==> src/rtl/jacaranda_pkg.sv <==
// Shared constants for the jacaranda-8 Wishbone loader: register offsets,
// CTRL/STATUS bit positions and FSM state encodings.
package jacaranda_pkg;

    localparam logic [4:0] OFF_CTRL   = 5'h00;
    localparam logic [4:0] OFF_ADDR   = 5'h04;
    localparam logic [4:0] OFF_DATA   = 5'h08;
    localparam logic [4:0] OFF_STATUS = 5'h0C;
    localparam logic [4:0] OFF_CSUM   = 5'h10;

    localparam int CTRL_CPU_RESET_BIT = 0;
    localparam int CTRL_AUTO_INC_BIT  = 1;
    localparam int STATUS_ERR_BIT     = 8;

    localparam logic [1:0] ST_IDLE    = 2'd0;
    localparam logic [1:0] ST_WR      = 2'd1;
    localparam logic [1:0] ST_RD_WAIT = 2'd2;
    localparam logic [1:0] ST_ACK     = 2'd3;

endpackage

==> src/rtl/jacaranda_wb_loader_if.sv <==
// Wishbone classic slave-side bus bundle for the jacaranda loader.
interface jacaranda_wb_loader_if;

    logic        wbs_stb_i;
    logic        wbs_cyc_i;
    logic        wbs_we_i;
    logic [3:0]  wbs_sel_i;
    logic [31:0] wbs_adr_i;
    logic [31:0] wbs_dat_i;
    logic        wbs_ack_o;
    logic [31:0] wbs_dat_o;

    modport master (
        output wbs_stb_i, wbs_cyc_i, wbs_we_i, wbs_sel_i, wbs_adr_i, wbs_dat_i,
        input  wbs_ack_o, wbs_dat_o
    );

    modport slave (
        input  wbs_stb_i, wbs_cyc_i, wbs_we_i, wbs_sel_i, wbs_adr_i, wbs_dat_i,
        output wbs_ack_o, wbs_dat_o
    );

endinterface

==> src/rtl/jacaranda_wb_decode.sv <==
// Combinational window-hit and register-offset decode for the 32-byte
// loader window at BASE_ADDR.
module jacaranda_wb_decode #(
    parameter logic [31:0] BASE_ADDR = 32'h3000_0000
) (
    input  logic        stb,
    input  logic        cyc,
    input  logic [31:0] adr,
    output logic        req,
    output logic [4:0]  off
);

    logic hit;
    logic unused_adr_bits;

    assign hit = (adr[31:5] == BASE_ADDR[31:5]);
    assign req = stb & cyc & hit;
    // Registers are word-aligned; byte lanes within a word alias.
    assign off = {adr[4:2], 2'b00};

    assign unused_adr_bits = ^adr[1:0];

endmodule

==> src/rtl/jacaranda_wb_loader.sv <==
// Wishbone classic slave that loads, reads back and controls the jacaranda-8
// core's instruction memory. Define JACARANDA_WB_LOADER_CSUM_EN for the CSUM register.
module jacaranda_wb_loader
    import jacaranda_pkg::*;
#(
    parameter logic [31:0] BASE_ADDR = 32'h3000_0000,
    parameter int          IM_AW     = 8
) (
    input  logic                 wb_clk_i,
    input  logic                 wb_rst_i,
    jacaranda_wb_loader_if.slave wbs,
    output logic [IM_AW-1:0]     im_addr,
    output logic [7:0]           im_w_data,
    output logic                 im_w_en,
    input  logic [7:0]           im_r_data,
    output logic                 cpu_reset
);

    logic       req;
    logic [4:0] off;

    jacaranda_wb_decode #(
        .BASE_ADDR (BASE_ADDR)
    ) u_decode (
        .stb (wbs.wbs_stb_i),
        .cyc (wbs.wbs_cyc_i),
        .adr (wbs.wbs_adr_i),
        .req (req),
        .off (off)
    );

    logic [1:0]       state_q,     state_d;
    logic             cpu_reset_q, cpu_reset_d;
    logic             auto_inc_q,  auto_inc_d;
    logic [IM_AW-1:0] ptr_q,       ptr_d;
    logic [7:0]       wr_count_q,  wr_count_d;
    logic             err_q,       err_d;
    logic             txn_ok_q,    txn_ok_d;
    logic             ack_q,       ack_d;
    logic [31:0]      dat_o_q,     dat_o_d;
    logic             im_w_en_q,   im_w_en_d;
    logic [7:0]       im_w_data_q, im_w_data_d;
`ifdef JACARANDA_WB_LOADER_CSUM_EN
    logic [7:0]       csum_q,      csum_d;
`endif

    logic [31:0] reg_rdata;
    logic        wr_en;
    logic        unused_bus_bits;

    assign wr_en           = wbs.wbs_we_i & wbs.wbs_sel_i[0];
    assign unused_bus_bits = ^{wbs.wbs_sel_i[3:1], wbs.wbs_dat_i};

    always_comb begin
        reg_rdata = '0;
        case (off)
            OFF_CTRL: begin
                reg_rdata[CTRL_CPU_RESET_BIT] = cpu_reset_q;
                reg_rdata[CTRL_AUTO_INC_BIT]  = auto_inc_q;
            end
            OFF_ADDR: reg_rdata[IM_AW-1:0] = ptr_q;
            OFF_STATUS: begin
                reg_rdata[7:0]            = wr_count_q;
                reg_rdata[STATUS_ERR_BIT] = err_q;
            end
`ifdef JACARANDA_WB_LOADER_CSUM_EN
            OFF_CSUM: reg_rdata[7:0] = csum_q;
`endif
            default: reg_rdata = '0;
        endcase
    end

    // NOTE: every _d gets a default up front so no path through the case
    // statement leaves a variable unassigned and infers a latch.
    always_comb begin
        state_d     = state_q;
        cpu_reset_d = cpu_reset_q;
        auto_inc_d  = auto_inc_q;
        ptr_d       = ptr_q;
        wr_count_d  = wr_count_q;
        err_d       = err_q;
        txn_ok_d    = txn_ok_q;
        im_w_data_d = im_w_data_q;
        im_w_en_d   = 1'b0;
        ack_d       = 1'b0;
        dat_o_d     = '0;
`ifdef JACARANDA_WB_LOADER_CSUM_EN
        csum_d      = csum_q;
`endif

        case (state_q)
            ST_IDLE: begin
                if (req) begin
                    if (off == OFF_DATA && !(wbs.wbs_we_i && !wbs.wbs_sel_i[0])) begin
                        // Memory is only reachable while the core is parked.
                        txn_ok_d = cpu_reset_q;
                        if (!cpu_reset_q) begin
                            err_d = 1'b1;
                        end
                        if (wbs.wbs_we_i) begin
                            state_d   = ST_WR;
                            im_w_en_d = cpu_reset_q;
                            if (cpu_reset_q) begin
                                im_w_data_d = wbs.wbs_dat_i[7:0];
                            end
                        end else begin
                            state_d = ST_RD_WAIT;
                        end
                    end else begin
                        state_d = ST_ACK;
                        ack_d   = 1'b1;
                        if (!wbs.wbs_we_i) begin
                            dat_o_d = reg_rdata;
                        end else if (wr_en) begin
                            case (off)
                                OFF_CTRL: begin
                                    cpu_reset_d = wbs.wbs_dat_i[CTRL_CPU_RESET_BIT];
                                    auto_inc_d  = wbs.wbs_dat_i[CTRL_AUTO_INC_BIT];
                                end
                                OFF_ADDR: ptr_d = wbs.wbs_dat_i[IM_AW-1:0];
                                OFF_STATUS: begin
                                    if (wbs.wbs_dat_i[STATUS_ERR_BIT]) begin
                                        err_d = 1'b0;
                                    end
                                end
`ifdef JACARANDA_WB_LOADER_CSUM_EN
                                OFF_CSUM: csum_d = '0;
`endif
                                default: ;
                            endcase
                        end
                    end
                end
            end

            ST_WR: begin
                state_d = ST_ACK;
                ack_d   = 1'b1;
                if (txn_ok_q) begin
                    wr_count_d = wr_count_q + 8'd1;
`ifdef JACARANDA_WB_LOADER_CSUM_EN
                    csum_d     = csum_q + im_w_data_q;
`endif
                    if (auto_inc_q) begin
                        ptr_d = ptr_q + 1'b1;
                    end
                end
            end

            ST_RD_WAIT: begin
                state_d = ST_ACK;
                ack_d   = 1'b1;
                if (txn_ok_q) begin
                    dat_o_d = {24'd0, im_r_data};
                    if (auto_inc_q) begin
                        ptr_d = ptr_q + 1'b1;
                    end
                end
            end

            default: begin
                state_d = ST_IDLE;
            end
        endcase
    end

    // NOTE: state registers use non-blocking assignments so every flop samples
    // the pre-edge value of its neighbours regardless of statement order.
    always_ff @(posedge wb_clk_i or posedge wb_rst_i) begin
        if (wb_rst_i) begin
            state_q     <= ST_IDLE;
            cpu_reset_q <= 1'b1;
            auto_inc_q  <= 1'b1;
            ptr_q       <= '0;
            wr_count_q  <= '0;
            err_q       <= 1'b0;
            txn_ok_q    <= 1'b0;
            ack_q       <= 1'b0;
            dat_o_q     <= '0;
            im_w_en_q   <= 1'b0;
            im_w_data_q <= '0;
`ifdef JACARANDA_WB_LOADER_CSUM_EN
            csum_q      <= '0;
`endif
        end else begin
            state_q     <= state_d;
            cpu_reset_q <= cpu_reset_d;
            auto_inc_q  <= auto_inc_d;
            ptr_q       <= ptr_d;
            wr_count_q  <= wr_count_d;
            err_q       <= err_d;
            txn_ok_q    <= txn_ok_d;
            ack_q       <= ack_d;
            dat_o_q     <= dat_o_d;
            im_w_en_q   <= im_w_en_d;
            im_w_data_q <= im_w_data_d;
`ifdef JACARANDA_WB_LOADER_CSUM_EN
            csum_q      <= csum_d;
`endif
        end
    end

    assign wbs.wbs_ack_o = ack_q;
    assign wbs.wbs_dat_o = dat_o_q;
    assign im_addr       = ptr_q;
    assign im_w_data     = im_w_data_q;
    assign im_w_en       = im_w_en_q;
    assign cpu_reset     = cpu_reset_q;

endmodule

==> src/flat_wrapper.sv <==
// flat-port wrapper written by rule: the top's interface ports become plain ports
module jacaranda_wb_loader_flat import jacaranda_pkg::*;
#(
    parameter logic [31:0] BASE_ADDR = 32'h3000_0000,
    parameter int          IM_AW     = 8
)
  (wb_clk_i, wb_rst_i, im_addr, im_w_data, im_w_en, im_r_data, cpu_reset, wbs_wbs_stb_i, wbs_wbs_cyc_i, wbs_wbs_we_i, wbs_wbs_sel_i, wbs_wbs_adr_i, wbs_wbs_dat_i, wbs_wbs_ack_o, wbs_wbs_dat_o);
  jacaranda_wb_loader_if wbs_i ();
  input  logic wb_clk_i;
  input  logic wb_rst_i;
  output logic [IM_AW-1:0] im_addr;
  output logic [7:0] im_w_data;
  output logic im_w_en;
  input  logic [7:0] im_r_data;
  output logic cpu_reset;
  input wire logic [$bits(wbs_i.wbs_stb_i)-1:0] wbs_wbs_stb_i;
  input wire logic [$bits(wbs_i.wbs_cyc_i)-1:0] wbs_wbs_cyc_i;
  input wire logic [$bits(wbs_i.wbs_we_i)-1:0] wbs_wbs_we_i;
  input wire logic [$bits(wbs_i.wbs_sel_i)-1:0] wbs_wbs_sel_i;
  input wire logic [$bits(wbs_i.wbs_adr_i)-1:0] wbs_wbs_adr_i;
  input wire logic [$bits(wbs_i.wbs_dat_i)-1:0] wbs_wbs_dat_i;
  output wire logic [$bits(wbs_i.wbs_ack_o)-1:0] wbs_wbs_ack_o;
  output wire logic [$bits(wbs_i.wbs_dat_o)-1:0] wbs_wbs_dat_o;
  assign wbs_i.wbs_stb_i = wbs_wbs_stb_i;
  assign wbs_i.wbs_cyc_i = wbs_wbs_cyc_i;
  assign wbs_i.wbs_we_i = wbs_wbs_we_i;
  assign wbs_i.wbs_sel_i = wbs_wbs_sel_i;
  assign wbs_i.wbs_adr_i = wbs_wbs_adr_i;
  assign wbs_i.wbs_dat_i = wbs_wbs_dat_i;
  assign wbs_wbs_ack_o = wbs_i.wbs_ack_o;
  assign wbs_wbs_dat_o = wbs_i.wbs_dat_o;
  jacaranda_wb_loader #(.BASE_ADDR(BASE_ADDR), .IM_AW(IM_AW)) u_core (.wb_clk_i(wb_clk_i), .wb_rst_i(wb_rst_i), .wbs(wbs_i), .im_addr(im_addr), .im_w_data(im_w_data), .im_w_en(im_w_en), .im_r_data(im_r_data), .cpu_reset(cpu_reset));
endmodule
==> config.mk <==
export PLATFORM = sky130hd
export DESIGN_NAME = jacaranda_wb_loader_flat
export DESIGN_NICKNAME = d
export VERILOG_FILES = /design/src/rtl/jacaranda_pkg.sv /design/src/rtl/jacaranda_wb_loader_if.sv /design/src/rtl/jacaranda_wb_decode.sv /design/src/rtl/jacaranda_wb_loader.sv /design/src/flat_wrapper.sv
export SDC_FILE = /design/constraint.sdc
export NUM_CORES = 1
export LEC_CHECK = 0
export ABC_AREA = 1
export CAP_MARGIN = 25
export CORE_MARGIN = 5
export CORE_UTILIZATION = 25
export DETAILED_ROUTE_END_ITERATION = 6
export DONT_BUFFER_PORTS = 1
export PLACE_DENSITY = 0.39
export RECOVER_POWER = 50
export SYNTH_ARGS = -nofsm -noshare
export SYNTH_HDL_FRONTEND = slang
export SYNTH_SLANG_ARGS = --single-unit
==> constraint.sdc <==
create_clock -name wb_clk_i -period 1.8 [get_ports wb_clk_i]
set_input_delay 0.09 -clock wb_clk_i [delete_from_list [all_inputs] [get_ports wb_clk_i]]
set_output_delay 0.09 -clock wb_clk_i [all_outputs]
set_load 0.005 [all_outputs]
==> Yosys cells after proc, flatten, opt, wreduce, memory -nomap -nowiden <==
Index checks and enable logic that the tools add are counted.
W data, S select, Z words.
{ "classes": {"addsub": 2, "eq_ne": 14, "muxes": 33, "n_bitwise": 4, "reduce_logical": 18} }
{ "ops": {"columns": ["cell", "n"], "rows": [
  ["$mux W32", 2],
  ["$mux W8", 8],
  ["$pmux W32 S2", 1],
  ["$eq A27 B25 Y1 const B", 1],
  ["$add A8 B1 Y8 const B", 2],
  ["$pmux W8 S2", 1],
  ["$mux W1", 13],
  ["$pmux W6 S2", 1],
  ["$reduce_bool A2 Y1", 5],
  ["$mux W9", 1],
  ["$ne A2 B1 Y1 const B", 4],
  ["$ne A2 B2 Y1 const B", 4],
  ["$reduce_and A8 Y1", 1],
  ["$reduce_and A7 Y1", 1],
  ["$eq A3 B2 Y1 const B", 2],
  ["$mux W2", 3],
  ["$pmux W2 S3", 1],
  ["$reduce_and A6 Y1", 1],
  ["$logic_not A5 Y1", 1],
  ["$reduce_and A5 Y1", 1],
  ["$pmux W2 S2", 1],
  ["$and A1 B1 Y1", 3],
  ["$eq A3 B1 Y1 const B", 1],
  ["$reduce_and A3 Y1", 1],
  ["other kinds (9)", 11]
]} }
{ "word_totals": {"reg_bits": 64, "in_bits": 81, "out_inout_bits": 51, "word_cells": 82} }

==> Logic depth before layout (Yosys ltp) <==
{ "depth": {"word_depth": 7, "ltp_mapped": 10, "depth_no_buf": 10} }

==> By module <==
Synthesis repeated with hierarchy kept, for this count alone.
{ "unflattened": {"hier_cells": 376, "area_unflattened_um2": 2647.5} }
{ "by_module_without_submodules": {"columns": ["module", "instances", "cells_per_inst", "area_per_inst_um2", "seq_area_each_um2"], "rows": [
  ["jacaranda_wb_loader", 1, 339, 2489.9, 1028.5],
  ["jacaranda_wb_decode", 1, 37, 157.7, 0.0]
]} }

==> Worst setup path after synthesis <==
Ideal clock, no wire load.
{ "synth_path": {"path_kind": "flip-flop to flip-flop", "from": "register u_core.state_q[0]", "to": "register u_core.ptr_q[2] (netlist: u_core.im_addr[2])", "setup_time_ns": 0.117, "arrival_ns": 1.548, "t_required_ns": 1.683, "setup_slack_ns": 0.135, "stages_incl_launch_ff": 10, "n_path_buf": 1, "synth_period_minus_slack_ns": 1.665, "cell_sequence": "dfrtp_1 > inv_1 > ha_1 > buf_2 > inv_1 > a21oi_1 > nor3_4 > nand2_4 > nand2_1 > nand2_1"} }
{ "synth_via": {"elab_chain_len": 4, "elab_cells_between_ends": 14, "classes_between": "eq/ne: 9; mux: 1; reduce/logical: 4"} }
{ "synth_lines": {"columns": ["item", "line", "text"], "rows": [
  ["start, declared", "jacaranda_wb_loader.sv:32", "logic [1:0] state_q, state_d;"],
  ["start signal, assigned", "jacaranda_wb_loader.sv:186", "state_q <= state_d;"],
  ["$eq A2 B1 Y1 / $eq A2 B2 Y1 (equally long branches)", "jacaranda_wb_loader.sv:91", "case (state_q)"],
  ["$reduce_or A2 Y1 (no line)", null, null],
  ["$ne A2 B1 Y1 (no line) / $reduce_bool A2 Y1 (equally long branches)", null, null],
  ["$reduce_and A8 Y1 (no line)", null, null],
  ["end signal, assigned", "jacaranda_wb_loader.sv:189", "ptr_q <= ptr_d;"],
  ["end, declared", "jacaranda_wb_loader.sv:35", "logic [IM_AW-1:0] ptr_q, ptr_d;"]
]} }
Parallel ways exist; a longest one is shown, timed or not.
A chain may end at the register's enable or synchronous reset.

==> Final worst setup path <==
{ "layout_path": {"from": "register u_core.state_q[1]", "to": "register u_core.wr_count_q[7]"} }
{ "layout_via": {"elab_chain_len": 2} }
{ "layout_lines": {"columns": ["item", "line", "text"], "rows": [
  ["$eq A2 B1 Y1", "jacaranda_wb_loader.sv:91", null],
  ["$reduce_and A2 Y1 (no line)", null, null],
  ["end signal, assigned", "jacaranda_wb_loader.sv:190", "wr_count_q <= wr_count_d;"],
  ["end, declared", "jacaranda_wb_loader.sv:36", "logic [7:0] wr_count_q, wr_count_d;"]
]} }
No other way between the ends.

==> reports/qor.json <==
{
  "yosys.area_share.simple": {"value": 36.2, "unit": "%"},
  "critPathMaxStageDelay": {"value": 0.41, "unit": "ns"},
  "crit_path_max_delay_cell_type": {"value": "sky130_fd_sc_hd__dfrtp_1"},
  "placement_rows": {"value": 38},
  "postSynthRegisterBits": {"value": 41},
  "antenna_found_initial": {"value": 0},
  "synth_top_flop_cell": {"value": "sky130_fd_sc_hd__dfrtp_1"},
  "power_per_cell_area": {"value": 645, "unit": "nW/µm²"},
  "total_switching_power": {"value": 0.471, "unit": "mW"},
  "worst_slew_margin_rel": {"value": 30.0, "unit": "%"},
  "total_leakage_power": {"value": 1.60, "unit": "nW"},
  "tritoncts.num_buffers": {"value": 5},
  "critical_path_buf_inv_count": {"value": 2},
  "post_cts.repair.setup_buffers": {"value": 0},
  "fin_nets": {"value": 491},
  "pwr-share-clk": {"value": 45.5, "unit": "%"},
  "mappedNetlistArea": {"value": 2700, "unit": "µm²"},
  "mostFrequentLayoutCell": {"value": "sky130_fd_sc_hd__nand2_1"},
  "seq_power_share": {"value": 46.8, "unit": "%"},
  "final_layout_size_suffix_gt1_share": {"value": 8.40, "unit": "%"},
  "cts.path.max_buffers": {"value": 2},
  "timing.critical_path.from": {"value": "u_core.state_q[1]"},
  "grt_setup_unrepaired": {"value": "false"},
  "regToRegSetupSlack": {"value": 0.15, "unit": "ns"},
  "layout.cells.non_filler": {"value": 545},
  "crit_required": {"value": 1.99, "unit": "ns"},
  "place_hpwl": {"value": 5.81, "unit": "mm"},
  "floorplan.die.height": {"value": 114, "unit": "µm"},
  "initialDrtViolationCount": {"value": 83},
  "path_class": {"value": "reg2reg"},
  "p_comb_share": {"value": 7.7, "unit": "%"},
  "die_width": {"value": 114, "unit": "µm"},
  "synth_warnings": {"value": 0},
  "fp.coreArea": {"value": 10700, "unit": "µm²"},
  "totalNegativeSetupSlack": {"value": 0, "unit": "ns"},
  "critical_path_arrival": {"value": 1.85, "unit": "ns"},
  "wire_per_inst": {"value": 13.7, "unit": "µm"},
  "initial_core_util": {"value": 25.2, "unit": "%"},
  "synth-xor-area-share": {"value": 1.95, "unit": "%"},
  "flow.area_growth_from_synthesis": {"value": 15.4, "unit": "%"},
  "synth_fa_ha_area_share": {"value": 2.78, "unit": "%"},
  "tritoncts_clock_tree": {"value": "done"},
  "synth_top_family_by_area": {"value": "simple AND/OR/NAND/NOR gates"},
  "h-tree-depth": {"value": 2},
  "grt_pass1_wl": {"value": 12.1, "unit": "mm"},
  "io_buffer_count": {"value": 0},
  "fillerInstances": {"value": 1167},
  "placed_cells": {"value": 519},
  "io-pin-count": {"value": 132},
  "cap_violations": {"value": 0},
  "post_synth.cell_area_avg": {"value": 7.11, "unit": "µm²"},
  "hold_start": {"value": "wbs_wbs_dat_i[2]"},
  "final-max-slew-violation-count": {"value": 0},
  "tmin_final": {"value": 1.65, "unit": "ns"},
  "worst_skew_pair.late_latency": {"value": 0.30, "unit": "ns"},
  "finalClockSkew": {"value": 0.00809, "unit": "ns"},
  "critical_path.cell_chain": {"value": "inv_1 > ha_1 > nand2_1 > nor2_1 > nand3_1 > nor2_1 > nand3_1 > xor2_1 > inv_1"},
  "setup.worst_path.start_class": {"value": "flip-flop"},
  "vias_per_cell": {"value": 4.22},
  "die_area": {"value": 13000, "unit": "µm²"},
  "clock_slew_seen_by_the_registers_of_the_worst_setup_and_hold_paths": {"value": 0.09, "unit": "ns"},
  "synthDistinctLibCells": {"value": 33},
  "worstPathMaxFanout": {"value": 4},
  "n_antenna_cell": {"value": 0},
  "remaining_number_of_nets_flagged_by_the_antenna_check_after_routing": {"value": 0},
  "finalHoldViolations": {"value": 0},
  "peak_freq": {"value": 604, "unit": "MHz"},
  "timing.critical_path.to_type": {"value": "flip-flop"},
  "power.switching_fraction": {"value": 23.5, "unit": "%"},
  "period_share": {"value": 91.9, "unit": "%"},
  "worst_slew_pin_slew": {"value": 1.05, "unit": "ns"},
  "outcome": {"value": "finished clean"},
  "drt_pass1_iterations": {"value": 4},
  "rr_startpoint": {"value": "u_core.state_q[1]"},
  "critical_path.top_delay_family": {"value": "simple AND/OR/NAND/NOR gates"},
  "numClockSinks": {"value": 41},
  "route.vias.total": {"value": 2300},
  "drt_wl_total": {"value": 7.48, "unit": "mm"},
  "hold_path_class": {"value": "in2reg"},
  "synth-edff-count": {"value": 0},
  "layout_common_cells": {"value": "sky130_fd_sc_hd__nand2_1 (118), sky130_fd_sc_hd__inv_1 (42), sky130_fd_sc_hd__nor2_1 (39), sky130_fd_sc_hd__dfrtp_1 (39), sky130_fd_sc_hd__nand3_1 (30)"},
  "globalRouteTotalUtil": {"value": 11.6, "unit": "%"},
  "clock-root-buffer": {"value": "sky130_fd_sc_hd__clkbuf_8"},
  "grt_pass1_vias": {"value": 2336},
  "drt_drc_violations_left": {"value": 0},
  "global_route_overflow": {"value": 0},
  "synth.yosys.seq_area_share": {"value": 38.1, "unit": "%"},
  "asyncSetResetFlopFracSynth": {"value": 100, "unit": "%"},
  "intPower": {"value": 1.54, "unit": "mW"},
  "setup_violations": {"value": 0},
  "maximum_number_of_pins_on_one_net_before_global_route_repair": {"value": 42},
  "gpl.final_weighted_congestion": {"value": 0.763},
  "complex_gate_fraction_of_the_synthesized_area": {"value": 6.30, "unit": "%"},
  "postLayoutCoreUtil": {"value": 29.1, "unit": "%"},
  "ir_drop": {"value": 0.268, "unit": "mV"},
  "post_synth_mux_area_share": {"value": 0.417, "unit": "%"},
  "syn_inst": {"value": 380}
}
-- layer usage --
metal / track usage (%) / up-vias / share of wire (%)
met3: 4.40 / 7 / 8.5
met2: 17.8 / 63 / 44
met5: 0 / - / 0
met4: 2.38 / 0 / 0.79
met1: 15.6 / 1031 / 47
li1: - / 1199 / -
-- worst paths after layout --
| path | endpoint | cells after the start |
|---|---|---|
| setup / recovery | u_core.wr_count_q[7] | 9 |
| hold / removal | u_core.im_addr[2] | 4 |
| setup reg to reg | u_core.wr_count_q[7] | 9 |
| hold reg to reg | u_core.err_q | 2 |
| max in group asynchronous | u_core.wr_count_q[5] | 3 |
| min in group asynchronous | u_core.im_addr[6] | 3 |
-- cell type report --
cell class              count  area [µm²]  area share, %
clock buffers               5        68.8           2.21
flip-flops and latches     41        1030           33.0
inverters                  49         184           5.90
repair buffers             23         215           6.91
multi-input cells         284        1380           44.3
well taps                 140         175           5.62
clock inverters             3        65.1           2.09
-- through the flow --
| step | cell area, µm² | setup slack, ns | total power [mW] | hold slack, ns |
|---|---|---|---|---|
| 6_report | 3120 | 0.146 | 2.01 | 0.0284 |
| 5_1_grt | 3120 | 0.00889 | 2.10 | 0.0662 |
| 4_1_cts | 3110 | 0.119 | 2.04 | 0.0279 |
| 3_5_place_dp | 2800 | 0.152 | 1.08 | 0.161 |
| 3_3_place_gp | 2800 | 0.156 | 1.08 | 0.161 |
| 2_1_floorplan | 2780 | 0.135 | 1.09 | 0.199 |
-- kinds of logic after synthesis --
kind of cell,after synthesis
AO/OA/AOI/OAI,32
XOR/XNOR,6
other,1
buffers and inverters,77
multiplexers,1
adder cells (fa/ha/maj),6
flip-flops,41
AND/OR/NAND/NOR,216
-- cells in the mapped netlist (3+ instances only) --
master,count,share of area [%]
sky130_fd_sc_hd__nand2_1,118,16
sky130_fd_sc_hd__nand4_1,12,2.8
sky130_fd_sc_hd__a21oi_1,5,0.93
sky130_fd_sc_hd__o21ai_0,22,4.1
sky130_fd_sc_hd__nor2_1,39,5.4
sky130_fd_sc_hd__clkbuf_1,3,0.42
sky130_fd_sc_hd__o22ai_1,3,0.70
sky130_fd_sc_hd__xor2_1,6,1.9
sky130_fd_sc_hd__inv_1,43,6.0
sky130_fd_sc_hd__inv_2,5,0.70
sky130_fd_sc_hd__dfrtp_1,39,36
sky130_fd_sc_hd__ha_1,6,2.8
sky130_fd_sc_hd__nand3_1,31,5.7
sky130_fd_sc_hd__buf_4,24,6.7
-- what timing repair did --
item	in CTS	in global routing
gates resized for setup	0	1
endpoints found under the hold margin	57	0
hold buffers	18	0
setup endpoints to repair	0	3
-- registers in the layout (all words and copies together), names as in the netlist --
register,cells
u_core.im_addr,8
u_core.im_w_data,8
u_core.im_w_en,1
u_core.wbs.wbs_dat_o,9
u_core.txn_ok_q,1
u_core.err_q,1
u_core.cpu_reset,1
u_core.wbs.wbs_ack_o,1
u_core.wr_count_q,8
u_core.state_q,2
u_core.auto_inc_q,1
-- worst min-delay path, delay by kind of cell --
kind / cells / cell delay (ns)
simple gates: 4 / 0.20
-- power by group through the flow --
stage	clock [mW]	sequential, mW	combinational, mW
after floorplan	0	0.954	0.133
after global placement	0	0.960	0.120
after detailed placement	0	0.960	0.121
after CTS	0.944	0.942	0.157
after global routing	0.976	0.944	0.178
final	0.914	0.941	0.154
(Power assumes the default switching activity.)
